**src/rtl/fetch_buffer_if.sv**
```systemverilog
// ============================================================================
// Module   : fetch_buffer_if
// Brief    : Memory-side, redirect and decode-side signals of the fetch buffer.
// Revision : 1.0  initial release
// ============================================================================
`default_nettype none

interface fetch_buffer_if #(
  parameter int NBITS = 32,
  parameter int DEPTH = 4
);
  localparam int c_cnt_w = $clog2(DEPTH + 1);

  logic               imem_req;
  logic [NBITS-1:0]   imem_addr;
  logic [NBITS-1:0]   imem_rdata;
  logic               imem_rvalid;
  logic               redirect;
  logic [NBITS-1:0]   redirect_pc;
  logic               id_ready;
  logic               id_valid;
  logic [NBITS-1:0]   id_instr;
  logic [NBITS-1:0]   id_pc;
  logic [c_cnt_w-1:0] count;

  modport master (
    output imem_req, imem_addr,
    input  imem_rdata, imem_rvalid,
    input  redirect, redirect_pc, id_ready,
    output id_valid, id_instr, id_pc, count
  );

  modport slave (
    input  imem_req, imem_addr,
    output imem_rdata, imem_rvalid,
    output redirect, redirect_pc, id_ready,
    input  id_valid, id_instr, id_pc, count
  );
endinterface

`default_nettype wire

```
**src/rtl/fetch_buffer.sv**
```systemverilog
// ============================================================================
// Module   : fetch_buffer
// Brief    : Credit-limited instruction fetch queue with redirect flush.
//            Define FETCH_BUFFER_BYPASS_EN for a zero-latency empty bypass.
// Revision : 1.0  initial release
// ============================================================================
`default_nettype none

module fetch_buffer #(
  parameter int               NBITS    = 32,
  parameter int               DEPTH    = 4,
  parameter logic [NBITS-1:0] RESET_PC = '0
) (
  input  logic           clk,
  input  logic           rst,
  fetch_buffer_if.master bus
);
  localparam int c_pw = $clog2(DEPTH);
  localparam int c_cw = $clog2(DEPTH + 1);

  typedef enum logic [1:0] {
    ST_BOOT  = 2'd0,
    ST_RUN   = 2'd1,
    ST_FLUSH = 2'd2
  } state_t;

  state_t           r_state;
  state_t           w_state_nxt;
  logic [NBITS-1:0] r_fetch_pc;
  logic [NBITS-1:0] r_req_pc;
  logic             r_inflight;
  logic [c_pw-1:0]  r_head;
  logic [c_pw-1:0]  r_tail;
  logic [c_cw-1:0]  r_count;
  logic [NBITS-1:0] r_mem_instr [DEPTH];
  logic [NBITS-1:0] r_mem_pc    [DEPTH];

  logic             w_req;
  logic             w_flush;
  logic             w_nonempty;
  logic             w_resp_ok;
  logic             w_push;
  logic             w_pop;
  logic             w_valid;
  logic [NBITS-1:0] w_instr;
  logic [NBITS-1:0] w_pc;
  logic [c_cw:0]    w_occ;

  assign w_occ      = {1'b0, r_count} + {{c_cw{1'b0}}, r_inflight};
  assign w_nonempty = (r_count != '0);

  always_comb begin
    w_state_nxt = r_state;
    w_req       = 1'b0;
    w_flush     = 1'b0;
    case (r_state)
      ST_BOOT: w_state_nxt = ST_RUN;
      ST_RUN: begin
        if (bus.redirect) begin
          w_state_nxt = ST_FLUSH;
          w_flush     = 1'b1;
        end else begin
          w_req = (w_occ < (c_cw + 1)'(DEPTH));
        end
      end
      ST_FLUSH: begin
        if (bus.redirect) begin
          w_flush = 1'b1;
        end else begin
          w_state_nxt = ST_RUN;
        end
      end
      default: w_state_nxt = ST_BOOT;
    endcase
  end

  // Only a response to a request issued from RUN, not killed this cycle, counts.
  assign w_resp_ok = bus.imem_rvalid & r_inflight & (r_state == ST_RUN) & ~bus.redirect;
  assign w_pop     = w_nonempty & bus.id_ready & ~bus.redirect;

`ifdef FETCH_BUFFER_BYPASS_EN
  logic w_bypass;
  assign w_bypass = w_resp_ok & ~w_nonempty;
  assign w_valid  = w_nonempty | w_bypass;
  assign w_instr  = w_bypass ? bus.imem_rdata : r_mem_instr[r_head];
  assign w_pc     = w_bypass ? r_req_pc : r_mem_pc[r_head];
  assign w_push   = w_resp_ok & ~(w_bypass & bus.id_ready);
`else
  assign w_valid  = w_nonempty;
  assign w_instr  = r_mem_instr[r_head];
  assign w_pc     = r_mem_pc[r_head];
  assign w_push   = w_resp_ok;
`endif

  always_ff @(posedge clk) begin
    if (!rst) begin
      r_state    <= ST_BOOT;
      r_fetch_pc <= RESET_PC;
      r_req_pc   <= RESET_PC;
      r_inflight <= 1'b0;
      r_head     <= '0;
      r_tail     <= '0;
      r_count    <= '0;
    end else begin
      r_state    <= w_state_nxt;
      r_inflight <= w_req;
      if (w_req) begin
        r_req_pc <= r_fetch_pc;
      end
      if (bus.redirect) begin
        r_fetch_pc <= bus.redirect_pc;
      end else if (w_req) begin
        r_fetch_pc <= r_fetch_pc + NBITS'(4);
      end
      if (w_flush) begin
        r_head  <= '0;
        r_tail  <= '0;
        r_count <= '0;
      end else begin
        if (w_push) begin
          r_tail <= r_tail + c_pw'(1);
        end
        if (w_pop) begin
          r_head <= r_head + c_pw'(1);
        end
        r_count <= r_count + c_cw'(w_push) - c_cw'(w_pop);
      end
    end
  end

  always_ff @(posedge clk) begin
    if (w_push) begin
      r_mem_instr[r_tail] <= bus.imem_rdata;
      r_mem_pc[r_tail]    <= r_req_pc;
    end
  end

  assign bus.imem_req  = w_req;
  assign bus.imem_addr = r_fetch_pc;
  assign bus.id_valid  = w_valid;
  assign bus.id_instr  = w_instr;
  assign bus.id_pc     = w_pc;
  assign bus.count     = r_count;

endmodule

`default_nettype wire

```
**src/flat_wrapper.sv**
```systemverilog
// flat-port wrapper written by rule: the top's interface ports become plain ports
module fetch_buffer_flat 
#(
  parameter int               NBITS    = 32,
  parameter int               DEPTH    = 4,
  parameter logic [NBITS-1:0] RESET_PC = '0
)
  (clk, rst, bus_imem_req, bus_imem_addr, bus_imem_rdata, bus_imem_rvalid, bus_redirect, bus_redirect_pc, bus_id_ready, bus_id_valid, bus_id_instr, bus_id_pc, bus_count);
  fetch_buffer_if #(.NBITS(NBITS), .DEPTH(DEPTH)) bus_i ();
  input  logic clk;
  input  logic rst;
  output wire logic [$bits(bus_i.imem_req)-1:0] bus_imem_req;
  output wire logic [$bits(bus_i.imem_addr)-1:0] bus_imem_addr;
  input wire logic [$bits(bus_i.imem_rdata)-1:0] bus_imem_rdata;
  input wire logic [$bits(bus_i.imem_rvalid)-1:0] bus_imem_rvalid;
  input wire logic [$bits(bus_i.redirect)-1:0] bus_redirect;
  input wire logic [$bits(bus_i.redirect_pc)-1:0] bus_redirect_pc;
  input wire logic [$bits(bus_i.id_ready)-1:0] bus_id_ready;
  output wire logic [$bits(bus_i.id_valid)-1:0] bus_id_valid;
  output wire logic [$bits(bus_i.id_instr)-1:0] bus_id_instr;
  output wire logic [$bits(bus_i.id_pc)-1:0] bus_id_pc;
  output wire logic [$bits(bus_i.count)-1:0] bus_count;
  assign bus_imem_req = bus_i.imem_req;
  assign bus_imem_addr = bus_i.imem_addr;
  assign bus_i.imem_rdata = bus_imem_rdata;
  assign bus_i.imem_rvalid = bus_imem_rvalid;
  assign bus_i.redirect = bus_redirect;
  assign bus_i.redirect_pc = bus_redirect_pc;
  assign bus_i.id_ready = bus_id_ready;
  assign bus_id_valid = bus_i.id_valid;
  assign bus_id_instr = bus_i.id_instr;
  assign bus_id_pc = bus_i.id_pc;
  assign bus_count = bus_i.count;
  fetch_buffer #(.NBITS(NBITS), .DEPTH(DEPTH), .RESET_PC(RESET_PC)) u_core (.clk(clk), .rst(rst), .bus(bus_i));
endmodule
```
**config.mk**
```make
export PLATFORM = sky130hd
export DESIGN_NAME = fetch_buffer_flat
export DESIGN_NICKNAME = d
export VERILOG_FILES = /design/src/rtl/fetch_buffer_if.sv /design/src/rtl/fetch_buffer.sv /design/src/flat_wrapper.sv
export SDC_FILE = /design/constraint.sdc
export NUM_CORES = 1
export LEC_CHECK = 0
export CORE_UTILIZATION = 40
export DETAILED_ROUTE_END_ITERATION = 8
export PLACE_DENSITY = 0.64
export SETUP_SLACK_MARGIN = 0.3
export SYNTH_ARGS = -nofsm -noshare
export SYNTH_HDL_FRONTEND = slang
export SYNTH_SLANG_ARGS = --single-unit
export TNS_END_PERCENT = 10
```
**constraint.sdc**
```tcl
create_clock -name clk -period 6.3 [get_ports clk]
set_input_delay 0.63 -clock clk [delete_from_list [all_inputs] [get_ports clk]]
set_output_delay 0.63 -clock clk [all_outputs]
set_load 0.03 [all_outputs]
```
==> results of run 1 <==
[final cells by class]
type	count	area (um^2)
fillers	2601	15600
inverters	13	48.8
well taps	402	503
multi-input cells	398	3430
clock inverters	15	98.8
flip-flops and latches	332	9220
clock buffers	48	1010
repair buffers	176	1740
[worst max path at each step]
stage,start,end,slack (ns),cells after the start
2_1_floorplan,bus_redirect,u_core.r_mem_instr[0][0],2.86,5
3_3_place_gp,bus_redirect,bus_imem_req,2.30,6
3_5_place_dp,bus_redirect,bus_imem_req,2.29,6
4_1_cts,bus_redirect,bus_imem_req,2.27,6
5_1_grt,bus_redirect,bus_imem_req,2.08,6
6_report,bus_redirect,bus_imem_req,2.27,6
[worst register-to-register path: stages, from the launching register on]
cell and delay, ns:
dfxtp_1 0.45, ha_1 0.21, o211a_1 0.18, o22ai_1 0.12, nand2_2 0.78, clkinv_1 0.32, buf_4 0.36, xnor2_1 0.19
a211oi_1 0.22
[per-layer routing]
layer	routed length, um	up-vias	GRT usage [%]
met5	0	-	0
met4	418	0	3.86
met3	1560	38	3.05
met2	13200	241	27.7
met1	12500	3638	24.1
li1	-	3402	-
[Yosys cell counts (6+ instances only)]
cell and instances:
nand3_1 15, dfxtp_1 76, nor3_1 6, buf_2 12, xor2_1 9, a21oi_1 52
mux4_2 64, nand2_1 101, ha_1 12, edfxtp_1 256, inv_1 11, and3_1 7
xnor2_1 6, nand4_1 15, clkbuf_1 19, o21a_1 9, o21ai_0 8, nor2_1 20
[flip-flops by register name, indices dropped and copies added (netlist names), named ones only]
signal / flops
u_core.r_inflight: 1
u_core.r_req_pc: 32
u_core.r_tail: 2
u_core.r_state: 2
u_core.bus.count: 3
u_core.r_mem_pc: 128
u_core.r_head: 2
u_core.bus.imem_addr: 32
u_core.r_mem_instr: 128
[cell usage in the layout, fill, tap and decap left out, drive strengths merged, types with 6 or more instances in the layout]
| cell | netlist | routed |
|---|---|---|
| clkinv | 2 | 14 |
| nand3 | 15 | 15 |
| a21oi | 52 | 52 |
| and3 | 7 | 7 |
| xnor2 | 6 | 6 |
| nand4 | 16 | 16 |
| nand2 | 102 | 102 |
| clkdlybuf4s50 | 0 | 169 |
| xor2 | 9 | 9 |
| o21a | 9 | 9 |
| nor2 | 21 | 21 |
| inv | 11 | 11 |
| clkbuf | 20 | 48 |
| buf | 20 | 7 |
| dfxtp | 76 | 76 |
| o21ai | 8 | 8 |
| ha | 12 | 12 |
| mux4 | 64 | 64 |
| nor3 | 7 | 7 |
| edfxtp | 256 | 256 |
[kinds of logic after synthesis]
logic type                 after synthesis
buffers and inverters                   54
muxes                                   70
DFF                                    332
and+or+nand+nor                        195
xor gates and xnor gates                15
adders and majority gates               13
AOI/OAI and AO/OA                      105
[where the power goes]
part / leakage (nW) / internal, mW / switching, mW
Clock: 0.543 / 1.16 / 0.791
Sequential: 2.81 / 2.39 / 0.0624
Combinational: 1.64 / 0.188 / 0.244
Total: 5.00 / 3.73 / 1.10
==> flow_summary.json, run 1 <==
{
  "ys_types": 59,
  "status": "complete, no violations",
  "num_vias": 7319,
  "grt_pass1_wl_um": 42700,
  "p_per_area_nw_per_um2": 301,
  "grt_usage_pct": 17.1,
  "cts_root_buffer": "clkbuf_16",
  "reg2reg_slack_ns": 3.39,
  "first_global_vias": 7212,
  "die_area_um2": 32900,
  "grt_max_degree": 65,
  "drive_gt1_share_pct": 14.3,
  "worstPathMaxFanout": 53,
  "crit_arrival_ns": 3.40,
  "skew_ns": 0.00886,
  "required_ns": 5.67,
  "initial_core_util_pct": 40.7,
  "worst-path-buf-inv": 4,
  "place_congestion": 0.797,
  "setup_slack_ns": 2.27,
  "post-route-period-util_pct": 64.0,
  "ys_seq_area_share_pct": 71.4,
  "numClockSinks": 332,
  "postLayoutCoreUtil_pct": 50.7,
  "ys_seq_elements": 332,
  "r2r-start": "u_core.bus.count[2]",
  "dpl-instance-area_um2": 14900,
  "io_pins": 170,
  "core_um2": 31600,
  "die_width_um": 182,
  "post-route-drc-count": 0,
  "hold_buffers": 0,
  "dp.cells": 1321,
  "max_freq_mhz": 248,
  "cts.repair.resized": 0,
  "finish.instance_area_um2": 16000,
  "initialDrtViolationCount": 466,
  "wl_per_cell_um": 20.0,
  "syn_inst": 784,
  "p_leak_nw": 5.00,
  "startpoint_type": "primary input",
  "worstHoldPathCells": 2,
  "post-place-ws_ns": 2.29,
  "slew_viol_final": 0,
  "antenna_found_initial": 0,
  "maxCapViolCount": 0,
  "cp_cell_sequence": "clkdlybuf4s50_1 > buf_4 > nor2_1 > nand2_2 > clkinv_1 > clkdlybuf4s50_1",
  "post-cts-setup-buffer-count": 0,
  "avgSynthCellArea_um2": 16.4,
  "syn-num-nets": 866,
  "fin_setup_tns_ns": 0,
  "holdWs_ns": 0.499,
  "reg2regPathDepth": 8,
  "synthArstFlopShare_pct": 0,
  "crit_type": "in -> out",
  "htreeDepth": 2,
  "yosysWarningCount": 0,
  "rows": 65,
  "tightestPinTransition_ns": 1.08,
  "endpoint_kind": "output port",
  "hold_path.class": "reg -> reg",
  "clockBufferDepth": 3,
  "setup_viol": 0,
  "die_height_um": 182,
  "dpl.hpwl_um": 16700,
  "rsz0062_at_grt": "no",
  "critPathTopFamily": "buffers and inverters",
  "cp_common_cell": "clkdlybuf4s50_1",
  "p_total_mw": 4.83,
  "synth-edff-count": 256,
  "ir_drop_uv": 153,
  "io_buffers": 169,
  "synth_top_family_by_area": "multiplexers",
  "synth_area_leaders": "edfxtp_1 60%, dfxtp_1 12%, mux4_2 11%",
  "netlist_area_um2": 12900,
  "cts_tree": "done",
  "yosysTopAreaCell": "edfxtp_1",
  "nNetsFinal": 1038,
  "hold_viol": 0,
  "wirelength_um": 27700,
  "clk_pin_slew_ns": 0.06,
  "firstDrtPassIters": 5,
  "critical_path.max_stage_delay_ns": 0.80,
  "synth-xor-area-share_pct": 1.02,
  "clock_latency_ns": 0.50,
  "yosys.area.top_type_share_pct": 59.6,
  "min_to": "u_core.r_req_pc[4]",
  "synth-compound-area-share_pct": 5.21,
  "synthAdderAreaFrac_pct": 1.32,
  "period_needed_ns": 4.03,
  "hp-start": "u_core.r_req_pc[4]",
  "synth_flop_cell": "edfxtp_1",
  "numCtsBuffers": 35,
  "syn_to_final_growth_pct": 24.5,
  "maxSlewHeadroom_pct": 27.9,
  "antennaDiodeCount": 0,
  "finalNonFillerCells": 1384,
  "postRouteAntennaNets": 0,
  "vias_per_cell": 5.29,
  "synth-simple-area-share_pct": 7.33,
  "synthMuxAreaShare_pct": 11.7,
  "cpMaxStageDelayCell": "nand2_2",
  "grt_overflow": 0,
  "regToRegEndpoint": "u_core.bus.imem_addr[2]"
}
Power figures use the tool's default switching activity.
==> inputs of run 2 (changes only) <==
- clock period: 6.3 -> 4.1 ns (I/O delays scaled with it)
==> run 2 against run 1 <==
Setup slack lost 1.3 ns. Global-route usage increased by 0.29 points. Non-clock buffer count is 14 higher. Core utilization increased by 0.85 points. Flip-flop and latch count unchanged. Final area is 1.7% higher. First-iteration DRC count decreased by 13%. Total power rose by 59%.
==> flow_summary.json, run 2 (synthesized netlist as in run 1, its figures left out) <==
{
  "regToRegEndpoint": "u_core.r_mem_pc[3][10]",
  "critPathTopFamily": "buffers and inverters",
  "hold_buffers": 0,
  "period_needed_ns": 3.17,
  "cts.repair.resized": 0,
  "p_leak_nw": 5.13,
  "rsz0062_at_grt": "no",
  "startpoint_type": "register",
  "initialDrtViolationCount": 404,
  "clock_latency_ns": 0.52,
  "num_vias": 7407,
  "drive_gt1_share_pct": 15.5,
  "skew_ns": 0.0208,
  "reg2reg_slack_ns": 1.51,
  "regArea_um2": 9220,
  "dp.cells": 1335,
  "holdWs_ns": 0.464,
  "grt_overflow": 0,
  "r2r-start": "u_core.r_state[1]",
  "vias_per_cell": 5.28,
  "syn_to_final_growth_pct": 26.6,
  "maxSlewHeadroom_pct": 46.6,
  "cts_tree": "done",
  "grt_max_degree": 53,
  "finalNonFillerCells": 1402,
  "worstHoldPathCells": 3,
  "first_global_vias": 7517,
  "post-route-drc-count": 0,
  "crit_type": "reg -> out",
  "required_ns": 3.69,
  "met2_usage_pct": 28.7,
  "cpMaxStageDelayCell": "clkdlybuf4s50_1",
  "clk_pin_slew_ns": 0.06,
  "wirelength_um": 28300,
  "die_area_um2": 32900,
  "firstDrtPassIters": 4,
  "numCtsBuffers": 37,
  "wl_per_cell_um": 20.2,
  "numClockSinks": 332,
  "hp-start": "bus_redirect_pc[16]",
  "status": "complete, no violations",
  "cp_cell_sequence": "buf_4 > mux4_2 > clkdlybuf4s50_1",
  "clockBufferDepth": 3,
  "antenna_found_initial": 1,
  "post-route-period-util_pct": 77.4,
  "die_height_um": 182,
  "reg2regPathDepth": 7,
  "slew_viol_final": 0,
  "post-cts-setup-buffer-count": 0,
  "rows": 65,
  "postRouteAntennaNets": 0,
  "p_per_area_nw_per_um2": 470,
  "core_um2": 31600,
  "grt_usage_pct": 17.4,
  "maxCapViolCount": 0,
  "biggestRegsByFlops": "u_core.r_mem_instr x128, u_core.r_mem_pc x128",
  "nFillCells": 2628,
  "worstPathMaxFanout": 20,
  "initial_core_util_pct": 40.7,
  "hold_viol": 0,
  "nNetsFinal": 1054,
  "crit_arrival_ns": 2.76,
  "dpl-instance-area_um2": 15100,
  "use_met3_pct": 3.69,
  "max_freq_mhz": 315,
  "finish.instance_area_um2": 16300,
  "busiest_layer": "met2",
  "worst-path-buf-inv": 2,
  "final_cell_mix": "256 x edfxtp_1, 169 x clkdlybuf4s50_1, 101 x nand2_1",
  "p_total_mw": 7.67,
  "min_to": "u_core.bus.imem_addr[16]",
  "die_width_um": 182,
  "layout_commonest_cell": "edfxtp_1",
  "grt_util_met1_pct": 23.1,
  "cts_root_buffer": "clkbuf_16",
  "place_congestion": 0.778,
  "ir_drop_uv": 260,
  "endpoint_kind": "output port",
  "grt_pass1_wl_um": 43400,
  "setup_viol": 0,
  "dpl.hpwl_um": 18200,
  "io_pins": 170,
  "tightestPinTransition_ns": 0.793,
  "io_buffers": 169,
  "fin_setup_tns_ns": 0,
  "hold_path.class": "in -> reg",
  "multi_input_area_um2": 3430,
  "htreeDepth": 2,
  "critical_path.max_stage_delay_ns": 0.61
}
## run 2: cell count changes in the layout (fill, tap and decap cells not counted), sizes merged
| cell | before | now |
|---|---|---|
| buf | 7 | 21 |
| bufinv | 1 | 2 |
| clkbuf | 48 | 51 |
| clkinv | 14 | 11 |
| clkinvlp | 2 | 1 |
| diode | 0 | 1 |
| inv | 11 | 14 |
## run 2: through the flow
stage          util (%)  setup slack (ns)
6_report           51.6             0.928
5_1_grt            51.6             0.747
4_1_cts            51.6             0.827
3_5_place_dp       47.8              1.20
3_3_place_gp       47.8              1.27
2_1_floorplan         -             0.879
## run 2: worst max-delay path by stage
stage	start	endpoint	slack [ns]	cells after the start
global placement	bus_redirect	u_core.r_mem_instr[3][7]	1.27	5
global route	register	bus_id_instr[3]	0.75	3
finish	register	bus_id_instr[31]	0.93	3
CTS	register	bus_id_instr[3]	0.83	3
detailed placement	bus_redirect	u_core.r_mem_instr[3][7]	1.20	5
floorplan	bus_redirect	u_core.r_mem_instr[1][0]	0.88	5
## run 2: layer usage
layer	share of wire (%)	wire length (um)	vias up
met5	0	0	-
met4	1.8	520	0
met3	5.9	1670	35
met2	48	13700	224
met1	44	12400	3709
li1	-	-	3439
## run 2: worst register-to-register path, stage by stage, from the launching register on
cell	delay (ns)
dfxtp_1	0.33
inv_1	0.10
ha_1	0.18
inv_1	0.07
nor2_1	0.27
and3_1	0.41
and2_4	0.61
buf_4	0.32
## run 2: layout make-up
cell class / count / area share [%]
Antenna cell: 1 / 0.0153
Clock buffer: 51 / 6.57
Clock inverter: 15 / 0.805
Inverter: 13 / 0.299
Multi-Input combinational cell: 398 / 21.0
Sequential cell: 332 / 56.5
Tap cell: 402 / 3.08
Timing Repair Buffer: 190 / 11.7
## run 2: power breakdown
group	internal (mW)	switching, mW	leakage, nW
clock	1.96	1.28	0.589
combinational	0.297	0.390	1.73
sequential	3.67	0.0837	2.81
total	5.92	1.75	5.13
==> inputs of run 3 (changes only) <==
- PLACE_DENSITY: 0.64 -> 0.66
- clock period: 4.1 -> 2.6 ns (I/O delays scaled with it)
==> run 3 against run 2 <==
Non-clock buffer count grew 14. Via count rose by 1.2%. Critical endpoint is now bus_id_pc[17]. Worst hold slack lost 0.16 ns. Critical path type unchanged. Sequential power is 57% higher. Combinational power rose by 66%. First-iteration DRC count shrank 1.2%. Clock skew down 0.011 ns.
==> flow_summary.json, run 3 (synthesized netlist as in run 1, its figures left out) <==
{
  "crit_arrival_ns": 2.16,
  "firstDrtPassIters": 5,
  "hold_path.class": "in -> reg",
  "holdWs_ns": 0.305,
  "maxCapViolCount": 0,
  "status": "complete, no violations",
  "startpoint_type": "register",
  "layout_commonest_cell": "edfxtp_1",
  "r2r-start": "u_core.bus.count[1]",
  "grt_max_degree": 53,
  "ir_drop_uv": 352,
  "numClockSinks": 332,
  "dpl.hpwl_um": 18500,
  "biggestRegsByFlops": "u_core.r_mem_instr x128, u_core.r_mem_pc x128",
  "io_pins": 170,
  "hp-start": "bus_redirect_pc[16]",
  "num_vias": 7493,
  "clk_pin_slew_ns": 0.06,
  "cts_tree": "done",
  "final_cell_mix": "256 x edfxtp_1, 107 x clkdlybuf4s50_1, 101 x nand2_1",
  "die_width_um": 182,
  "post-route-period-util_pct": 93.0,
  "required_ns": 2.34,
  "die_height_um": 182,
  "hold_viol": 0,
  "grt_pass1_wl_um": 45100,
  "skew_ns": 0.0100,
  "numCtsBuffers": 36,
  "fin_setup_tns_ns": 0,
  "slew_viol_final": 0,
  "p_per_area_nw_per_um2": 741,
  "rsz0062_at_grt": "yes",
  "worstPathMaxFanout": 4,
  "maxSlewHeadroom_pct": 57.7,
  "drive_gt1_share_pct": 20.9,
  "antenna_found_initial": 1,
  "grt_overflow": 0,
  "tightestPinTransition_ns": 0.634,
  "io_buffers": 169,
  "p_leak_nw": 5.29,
  "dpl-instance-area_um2": 15300,
  "place_congestion": 0.801,
  "setup_viol": 0,
  "finish.instance_area_um2": 16500,
  "rows": 65,
  "antennaDiodeCount": 0,
  "wirelength_um": 29200,
  "vias_per_cell": 5.30,
  "wl_per_cell_um": 20.7,
  "crit_type": "reg -> out",
  "nFillCells": 2585,
  "clockBufferDepth": 3,
  "max_freq_mhz": 414,
  "core_um2": 31600,
  "endpoint_kind": "output port",
  "nNetsFinal": 1067,
  "die_area_um2": 32900,
  "first_global_vias": 7775,
  "grt_usage_pct": 18.0,
  "cts_root_buffer": "clkbuf_16",
  "period_needed_ns": 2.42,
  "htreeDepth": 2,
  "post-route-drc-count": 0,
  "syn_to_final_growth_pct": 28.2,
  "initial_core_util_pct": 40.7,
  "initialDrtViolationCount": 399,
  "postRouteAntennaNets": 0,
  "clock_latency_ns": 0.51,
  "reg2reg_slack_ns": 0.35
}
[run 3: worst paths after layout]
check,to,depth (start not counted)
worst max-delay path,bus_id_pc[17],3
worst min-delay path,u_core.bus.imem_addr[16],3
worst min register to register,u_core.r_req_pc[0],2
worst max register to register,u_core.bus.count[2],8
[run 3: report_power, final]
part           total (mW)  switching (mW)  internal [mW]
clock network        5.20            2.00           3.20
registers            5.89           0.115           5.78
logic                1.14           0.657          0.482
[run 3: through the flow]
step	worst slack (ns)	utilization (%)	power [mW]	cells
floorplan	0.0967	-	6.64	784
global placement	0.157	48.4	7.14	1344
detailed placement	0.115	48.4	7.15	1344
CTS	0.143	52.3	12.4	1412
global route	0.130	52.2	12.6	1413
finish	0.182	52.2	12.2	1413
[run 3: repair_timing]
| action | in CTS | in global routing |
|---|---|---|
| endpoints found under the setup margin | 109 | 284 |
| gates cloned | 1 | 1 |
| buffers inserted | 3 | 0 |
| gates resized for setup | 98 | 41 |
| hold buffers | 0 | 0 |
[run 3: routing by layer]
metal | track usage (%) | part of all wire [%]
met4 | 4.64 | 1.5
met5 | 0 | 0.045
met2 | 29.7 | 49
met3 | 3.89 | 6.4
met1 | 24.2 | 44
[run 3: area by class of cell]
cell class / instances / area, um^2 / share of cell area [%]
sequential: 332 / 9220 / 55.8
multi-input combinational: 398 / 3440 / 20.8
timing repair buffer: 204 / 2090 / 12.7
clock buffer: 41 / 941 / 5.70
tap: 402 / 503 / 3.04
clock inverter: 23 / 274 / 1.66
inverter: 13 / 48.8 / 0.295
[run 3: worst max-delay path, stage by stage (launching register included)]
cell             delay [ns]
dfxtp_4                0.37
buf_4                  0.16
mux4_2                 0.49
clkdlybuf4s50_1        0.63
